## config.mk

```make
export PLATFORM = sky130hd
export DESIGN_NAME = cla_adder_pipe
export DESIGN_NICKNAME = d
export VERILOG_FILES = /design/src/rtl/cla_pkg.sv /design/src/rtl/cla_slice.sv /design/src/rtl/cla_adder_pipe.sv
export SDC_FILE = /design/constraint.sdc
export NUM_CORES = 1
export LEC_CHECK = 0
export ABC_AREA = 1
export CAP_MARGIN = 10
export CORE_MARGIN = 4
export CORE_UTILIZATION = 54
export CTS_CLUSTER_DIAMETER = 40
export DETAILED_ROUTE_END_ITERATION = 8
export HOLD_SLACK_MARGIN = 0.12
export PLACE_DENSITY = 0.81
export SYNTH_ARGS = -nofsm -noshare
export SYNTH_HDL_FRONTEND = slang
export SYNTH_HIERARCHICAL = 1
export SYNTH_SLANG_ARGS = --single-unit
```

## constraint.sdc

```tcl
create_clock -name clk -period 2.7 [get_ports clk]
set_input_delay 0.27 -clock clk [delete_from_list [all_inputs] [get_ports clk]]
set_output_delay 0.27 -clock clk [all_outputs]
set_load 0.02 [all_outputs]
```

## src/rtl/cla_pkg.sv

```systemverilog
// cla_pkg: shared constants and the 4-bit group generate/propagate helper for the pipelined CLA
package cla_pkg;
    localparam int CLA_GROUP_W = 4;

    // Returns {G*, P*} for one 4-bit group.
    function automatic logic [1:0] group_gp(input logic [3:0] g, input logic [3:0] p);
        return {g[3] | (p[3] & g[2]) | (p[3] & p[2] & g[1]) | (p[3] & p[2] & p[1] & g[0]), &p};
    endfunction
endpackage

```

## src/rtl/cla_slice.sv

```systemverilog
// cla_slice: combinational lookahead adder over SLICE_W/4 groups, also exposing the carry into its MSB
module cla_slice
    import cla_pkg::*;
#(
    parameter int SLICE_W = 8
) (
    input  logic [SLICE_W-1:0] a,
    input  logic [SLICE_W-1:0] b,
    input  logic               ci,
    output logic [SLICE_W-1:0] sum,
    output logic               co,
    output logic               c_msb
);
    localparam int NG = SLICE_W / CLA_GROUP_W;

    logic [SLICE_W-1:0] g, p, c;
    logic [NG:0]        gc;
    logic [1:0]         gp;

    assign g = a & b;
    assign p = a ^ b;

    // Group carries come from group G*/P*; bit carries are then resolved inside each group.
    always_comb begin
        gc[0] = ci;
        gp = '0;
        for (int j = 0; j < NG; j++) begin
            gp = group_gp(g[j*CLA_GROUP_W +: CLA_GROUP_W], p[j*CLA_GROUP_W +: CLA_GROUP_W]);
            gc[j+1] = gp[1] | (gp[0] & gc[j]);
        end
        c = '0;
        for (int i = 0; i < SLICE_W; i++) begin
            if (i % CLA_GROUP_W == 0) c[i] = gc[i / CLA_GROUP_W];
            if (i < SLICE_W - 1) c[i+1] = g[i] | (p[i] & c[i]);
        end
    end

    assign sum   = p ^ c;
    assign co    = gc[NG];
    assign c_msb = c[SLICE_W-1];
endmodule

```

## src/rtl/cla_adder_pipe.sv

```systemverilog
// cla_adder_pipe: pipelined carry-lookahead adder/subtractor, one slice per stage, valid/ready with global stall
module cla_adder_pipe
    import cla_pkg::*;
#(
    parameter int WIDTH      = 32,
    parameter int NUM_STAGES = 4
) (
    input  logic             clk,
    input  logic             rst_n,
    input  logic             in_valid,
    output logic             in_ready,
    input  logic [WIDTH-1:0] x,
    input  logic [WIDTH-1:0] y,
    input  logic             cin,
    input  logic             sub,
    output logic             out_valid,
    input  logic             out_ready,
    output logic [WIDTH-1:0] s,
    output logic             cout,
    output logic             ovf
);
    localparam int SLICE_W = WIDTH / NUM_STAGES;
    localparam int LAST    = NUM_STAGES - 1;

    logic advance, ovf_r;

    assign advance  = !out_valid || out_ready;
    assign in_ready = advance;

    for (genvar k = 0; k < NUM_STAGES; k++) begin : g_stage
        localparam int RW = WIDTH - k * SLICE_W;
        logic [RW-1:0]            xi, yi;
        logic                     ci, v_in, v, cr, co, cm;
        logic [SLICE_W-1:0]       so;
        logic [(k+1)*SLICE_W-1:0] sn, sa;
        if (k == 0) begin : g_src
            assign xi   = x;
            assign yi   = sub ? ~y : y;
            assign ci   = sub | cin;
            assign v_in = in_valid && in_ready;
            assign sn   = so;
        end else begin : g_src
            assign xi   = g_stage[k-1].g_rem.xr;
            assign yi   = g_stage[k-1].g_rem.yr;
            assign ci   = g_stage[k-1].cr;
            assign v_in = g_stage[k-1].v;
            assign sn   = {so, g_stage[k-1].sa};
        end
        cla_slice #(.SLICE_W(SLICE_W)) u_slice (
            .a    (xi[SLICE_W-1:0]),
            .b    (yi[SLICE_W-1:0]),
            .ci   (ci),
            .sum  (so),
            .co   (co),
            .c_msb(cm)
        );
        always_ff @(posedge clk or negedge rst_n)
            if (!rst_n) begin
                v  <= 1'b0;
                cr <= 1'b0;
                sa <= '0;
            end else if (advance) begin
                v  <= v_in;
                cr <= co;
                sa <= sn;
            end
        // Operand bits still to be summed travel down with the partial result.
        if (k < LAST) begin : g_rem
            logic [RW-SLICE_W-1:0] xr, yr;
            always_ff @(posedge clk or negedge rst_n)
                if (!rst_n) begin
                    xr <= '0;
                    yr <= '0;
                end else if (advance) begin
                    xr <= xi[RW-1:SLICE_W];
                    yr <= yi[RW-1:SLICE_W];
                end
        end
    end

    always_ff @(posedge clk or negedge rst_n)
        if (!rst_n) ovf_r <= 1'b0;
        else if (advance) ovf_r <= g_stage[LAST].cm ^ g_stage[LAST].co;

    assign out_valid = g_stage[LAST].v;
    assign s         = g_stage[LAST].sa;
    assign cout      = g_stage[LAST].cr;
    assign ovf       = ovf_r;
endmodule

```

# ---- Word-level counts from Yosys, hierarchy flattened
# Cells that the tools add are included.
dict set report word_totals {
  regBits 185
  inputBits 70
  out_inout_bits 36
  elab_cells 174
}
dict set report op_classes {
  n_mux 1
  bitwise_logic 143
  n_reduce_logical 11
}
# op n
set op_table {}
lappend op_table {{1-bit bitwise AND} 72}
lappend op_table {{8-bit bitwise XOR} 8}
lappend op_table {{1-bit bitwise OR} 57}
lappend op_table {{8-bit bitwise AND} 4}
lappend op_table {{32-bit 2-to-1 mux} 1}
lappend op_table {{32-bit NOT} 1}
lappend op_table {{4-bit AND reduction} 8}
lappend op_table {{1-bit logical AND} 1}
lappend op_table {{1-bit logical NOT} 1}
lappend op_table {{1-bit logical OR} 1}
lappend op_table {{1-bit bitwise XOR} 1}

# ---- Depth between registers and ports, before layout
dict set report depth {
  ltp_word 15
  ltp_mapped 15
  mapped_depth_nobuf 14
}

# ---- Cells and area by module
# The synthesis kept the hierarchy.
# mod instances cells_per_inst area_each_um2 seq_area_each_um2
set modules_own_cells {}
lappend modules_own_cells {cla_adder_pipe 1 863 7353.3 4629.4}
lappend modules_own_cells {cla_slice 4 55 392.9 0.0}

# ---- Least setup slack after synthesis
# OpenSTA, ideal clock, no wires.
dict set report synth_path {
  kind {input port to flip-flop}
  from {in sub}
  to {reg g_stage[0].sa[6]}
  setup_time_ns 0.083
  arrival_time_ns 2.698
  required_ns 2.617
  path_slack_ns -0.080
  cell_stages 15
  n_path_buf 2
  cell_sequence {buf_2 > buf_2 > xor2_1 > ha_1 > nand2_1 > nand2_1 > nor2_1 > nand2_1 > fa_1 > fa_1 > inv_1 > fa_1 > inv_1 > nand2_1 > o21ai_0}
}
dict set report synth_via {
  elab_chain_cells 12
  elab_cells_between_ends 20
  cone_classes {1 x mux; 18 x bitwise; 1 x reduce/logical}
}
# element line_no
set synth_rtl {}
lappend synth_rtl {{from (decl)} cla_adder_pipe.sv:15} ;# input logic sub,
lappend synth_rtl {{32-bit 2-to-1 mux (*)} cla_adder_pipe.sv:38} ;# assign yi = sub ? ~y : y;
lappend synth_rtl {{named net g_stage[0].yi[3]} cla_adder_pipe.sv:32} ;# logic [RW-1:0] xi, yi;
lappend synth_rtl {{8-bit bitwise XOR} cla_slice.sv:21} ;# assign p = a ^ b;
lappend synth_rtl {{1-bit bitwise AND} cla_pkg.sv:7} ;# return {g[3] | (p[3] & g[2]) | (p[3] & p[2] & g[1]) | (p[3] & p[2] & p[1] & g[0]), &p};
lappend synth_rtl {{1-bit bitwise OR or 1-bit bitwise AND (tied branches) (2 in series)} cla_pkg.sv:7}
lappend synth_rtl {{1-bit bitwise OR} cla_pkg.sv:7}
lappend synth_rtl {{1-bit bitwise OR (*)} cla_slice.sv:29} ;# gc[j+1] = gp[1] | (gp[0] & gc[j]);
lappend synth_rtl {{1-bit bitwise AND (*)} cla_slice.sv:34} ;# if (i < SLICE_W - 1) c[i+1] = g[i] | (p[i] & c[i]);
lappend synth_rtl {{1-bit bitwise OR (*)} cla_slice.sv:34}
lappend synth_rtl {{1-bit bitwise AND (*)} cla_slice.sv:34}
lappend synth_rtl {{1-bit bitwise OR (*)} cla_slice.sv:34}
lappend synth_rtl {{8-bit bitwise XOR (*)} cla_slice.sv:38} ;# assign sum = p ^ c;
lappend synth_rtl {{named net g_stage[0].sn[6]} cla_adder_pipe.sv:35} ;# logic [(k+1)*SLICE_W-1:0] sn, sa;
lappend synth_rtl {{to (signal assigned)} cla_adder_pipe.sv:65} ;# sa <= sn;
lappend synth_rtl {{to (decl)} cla_adder_pipe.sv:35}
# Mark *: on every way through the listed nets, which the timed path passes. The rest lies on a longest branch.
# A chain may end at the register's enable or synchronous reset.

# ---- Worst setup path in the final report
dict set report layout_path {
  from {reg g_stage[1].g_rem.xr[2]}
  to {reg g_stage[2].sa[22]}
}
dict set report layout_via {
  elab_chain_cells 11
  elab_cells_between_ends 18
  cone_classes {17 x bitwise; 1 x reduce/logical}
}
# element line_no
set layout_rtl {}
lappend layout_rtl {{from (decl)} cla_adder_pipe.sv:69} ;# logic [RW-SLICE_W-1:0] xr, yr;
lappend layout_rtl {{from (signal assigned)} cla_adder_pipe.sv:75} ;# xr <= xi[RW-1:SLICE_W];
lappend layout_rtl {{8-bit bitwise AND or 8-bit bitwise XOR (tied branches)} {cla_slice.sv:20, cla_slice.sv:21}}
lappend layout_rtl {{1-bit bitwise AND} cla_pkg.sv:7}
lappend layout_rtl {{1-bit bitwise OR or 1-bit bitwise AND (tied branches) (2 in series)} cla_pkg.sv:7}
lappend layout_rtl {{1-bit bitwise OR} cla_pkg.sv:7}
lappend layout_rtl {{1-bit bitwise OR (*)} cla_slice.sv:29}
lappend layout_rtl {{1-bit bitwise AND (*)} cla_slice.sv:34}
lappend layout_rtl {{1-bit bitwise OR (*)} cla_slice.sv:34}
lappend layout_rtl {{1-bit bitwise AND (*)} cla_slice.sv:34}
lappend layout_rtl {{1-bit bitwise OR (*)} cla_slice.sv:34}
lappend layout_rtl {{8-bit bitwise XOR (*)} cla_slice.sv:38}
lappend layout_rtl {{named net g_stage[2].so[6]} cla_adder_pipe.sv:34} ;# logic [SLICE_W-1:0] so;
lappend layout_rtl {{to (signal assigned)} cla_adder_pipe.sv:65}
lappend layout_rtl {{to (decl)} cla_adder_pipe.sv:35}
# Marks and branches as above.

==> key figures <==
Timing
  • Clock period minus worst slack: 2555 ps
  • Worst rel slew slack: 0.4923
  • Final Cycle Share: 0.9462
  • Setup ws final: 145.1 ps
  • Final Hold Fails: 0
  • Slew Limit Fails: 0
  • Achievable frequency: 391.4 MHz
  • Worst Clk Skew: 13.54 ps
  • Slew @ Worst Pin: 760.7 ps
  • Total setup violations reported at the end of the flow: 0
  • Setup repair after global routing missed its margin: false

Setup path
  • Critical path peak fanout: 3
  • Crit start category: register
  • Worst Path Required: 3070 ps
  • Start-to-end type of the worst setup path: register to register
  • Arrival @ worst endpoint: 2930 ps
  • Capturing element type of the critical path: register

Place
  • Placement-stage worst setup slack: -551.9 ps
  • HPWL Detailed: 11650 microns
  • Final GP Congestion: 0.8444
  • Instance area after placement: 10130 sq um
  • Count of port buffers added during placement: 105
  • Dpl cells: 1365

CTS
  • Reg clk slew, reported paths: 70 ps
  • CTS root buffer: sky130_fd_sc_hd__clkbuf_16
  • CTS Sinks: 185
  • Number of buffers on the longest clock path: 2
  • Number of buffers created by CTS: 17
  • CTS tree: done
  • H-Tree Level Count: 4
  • Clock insertion delay at the later pin of the skew report: 440 ps

Detailed routing
  • Number of vias in the routed layout: 6625
  • WL per Instance: 12.34 microns
  • Number of iterations in the first detailed-routing pass: 4
  • Final wirelength: 17250 microns
  • DRT antenna net count: 0
  • Number of vias per cell: 4.739
  • Number of remaining DRC errors: 0
  • Violation count after the first detailed-route iteration: 328

Status
  • Result of the run: finished clean

Floorplan
  • Die height: 136.5 microns
  • Initial Util: 0.5571
  • Site Rows: 46
  • Area enclosed by the die boundary: 18630 sq um
  • CORE AREA: 16000 sq um
  • Top-Level Pins: 106
  • Chip width: 136.5 microns

Global routing
  • Antenna violations before repair: 0
  • Number of global-route vias before repair: 6479
  • Global routing usage on met2: 0.3089
  • Met3 Resource Use GR: 0.04441
  • First-pass GRT wire length: 30030 microns
  • Maximum number of pins on one net before global-route repair: 186
  • Remaining global-route overflow: 0
  • All-layer global routing usage: 0.2017
  • Met1 layer usage reported by global route: 0.2883
  • GR peak layer: met2

Synth
  • Cell area after technology mapping: 8914 sq um
  • Synthesized instance count: 1080
  • Yosys synthesis warning count: 6
  • Average size of a mapped cell: 8.253 sq um
  • Net count of the mapped netlist: 1206

Worst hold path
  • Class of the tightest hold or removal check: primary input to register

Final layout
  • Antenna diode count: 0
  • FF+latch area: 4629 sq um
  • Post-route insts no fill: 1398
  • Total Nets Final: 1297
  • Layout overhead on the synthesized area: 20.96%
  • # fillers: 1355
  • Post-route design area: 10780 sq um
  • End-of-flow core utilization: 0.6738
  • Share of layout cells above drive strength 1: 0.05499
  • Multi-input logic area: 3691 sq um

Power and ir drop
  • Power density of the placed cells: 1104 nW/um^2
  • Static leakage: 0.005800 uW
  • Final Power: 11910 uW
  • VDD IR max: 559.0 uV

Run
  • Reported max-cap violation count: 0
power breakdown:
part / internal [uW] / leakage, uW / switching, uW
Clock: 1310 / 0.000254 / 1010
Combinational: 2030 / 0.00331 / 2750
Sequential: 4010 / 0.00224 / 790
Total: 7350 / 0.00580 / 4550
stage by stage:
step | TNS, ps | hold WS, ps
6_report | 0 | 373.3
5_1_grt | 0 | 377.1
4_1_cts | 0 | 359.3
3_5_place_dp | -1187 | 297.3
3_3_place_gp | -736.6 | 301.1
2_1_floorplan | 0 | -25.59
worst max-delay path: stages, from the launching register on:
cell and delay, ps:
sky130_fd_sc_hd__dfrtp_1 400, sky130_fd_sc_hd__ha_1 310, sky130_fd_sc_hd__nand2_2 80, sky130_fd_sc_hd__nor2_1 40, sky130_fd_sc_hd__nor2_1 110, sky130_fd_sc_hd__nand2_1 130, sky130_fd_sc_hd__fa_2 360, sky130_fd_sc_hd__fa_1 370
sky130_fd_sc_hd__inv_1 80, sky130_fd_sc_hd__fa_1 410, sky130_fd_sc_hd__inv_1 70, sky130_fd_sc_hd__nand2_1 50, sky130_fd_sc_hd__nand2_1 90
flip-flops by register name (all words and copies together) (netlist names):
register	count
g_stage.cr	3
g_stage.g_rem.yr	48
g_stage.g_rem.xr	48
cout	1
g_stage.sa	48
ovf	1
s	32
out_valid	1
g_stage.v	3
worst paths after layout:
kind	slack, ps	to	cells past startpoint	startpoint
hold reg to reg	460	out_valid$_DFFE_PN0P_	2	g_stage[2].v$_DFFE_PN0P_
hold / removal	370	g_stage[0].g_rem.xr[12]$_DFFE_PN0P_	3	x[20]
setup reg to reg	150	g_stage[2].sa[22]$_DFFE_PN0P_	12	g_stage[1].g_rem.xr[2]$_DFFE_PN0P_
setup / recovery	150	g_stage[2].sa[22]$_DFFE_PN0P_	12	g_stage[1].g_rem.xr[2]$_DFFE_PN0P_
min in group asynchronous	410	g_stage[2].sa[2]$_DFFE_PN0P_	2	rst_n
max in group asynchronous	1580	g_stage[1].g_rem.yr[5]$_DFFE_PN0P_	3	rst_n
cells in the final DEF, fill, tap and decap left out, types with 17 or more instances in the layout:
cell type,count
sky130_fd_sc_hd__clkbuf_16,17
sky130_fd_sc_hd__clkdlybuf4s50_1,99
sky130_fd_sc_hd__dfrtp_1,185
sky130_fd_sc_hd__fa_1,20
sky130_fd_sc_hd__ha_1,29
sky130_fd_sc_hd__inv_1,116
sky130_fd_sc_hd__nand2_1,569
sky130_fd_sc_hd__nand3_1,33
sky130_fd_sc_hd__nor2_1,20
sky130_fd_sc_hd__o21ai_0,21
repair_timing:
| item | CTS | global route |
|---|---|---|
| resized for setup | 1 | 18 |
| pin swaps | 0 | 8 |
| hold endpoints to repair | 62 | 0 |
| setup endpoints to repair | 1 | 4 |
| buffers inserted | 0 | 2 |
| hold buffers | 1 | 0 |
per-layer routing:
| metal | part of all wire | wire [microns] |
|---|---|---|
| met1 | 0.47 | 8160 |
| met2 | 0.47 | 8085 |
| met3 | 0.041 | 702 |
| met4 | 0.018 | 303 |
| met5 | 0 | 0 |
layout make-up:
type | count | area share
Sequential cell | 185 | 0.4294
Tap cell | 216 | 0.02507
Clock inverter | 9 | 0.008704
Timing Repair Buffer | 118 | 0.1111
Inverter | 117 | 0.04073
Multi-Input combinational cell | 732 | 0.3423
Clock buffer | 21 | 0.04271
Note: power is estimated with default switching activity, not from simulation.
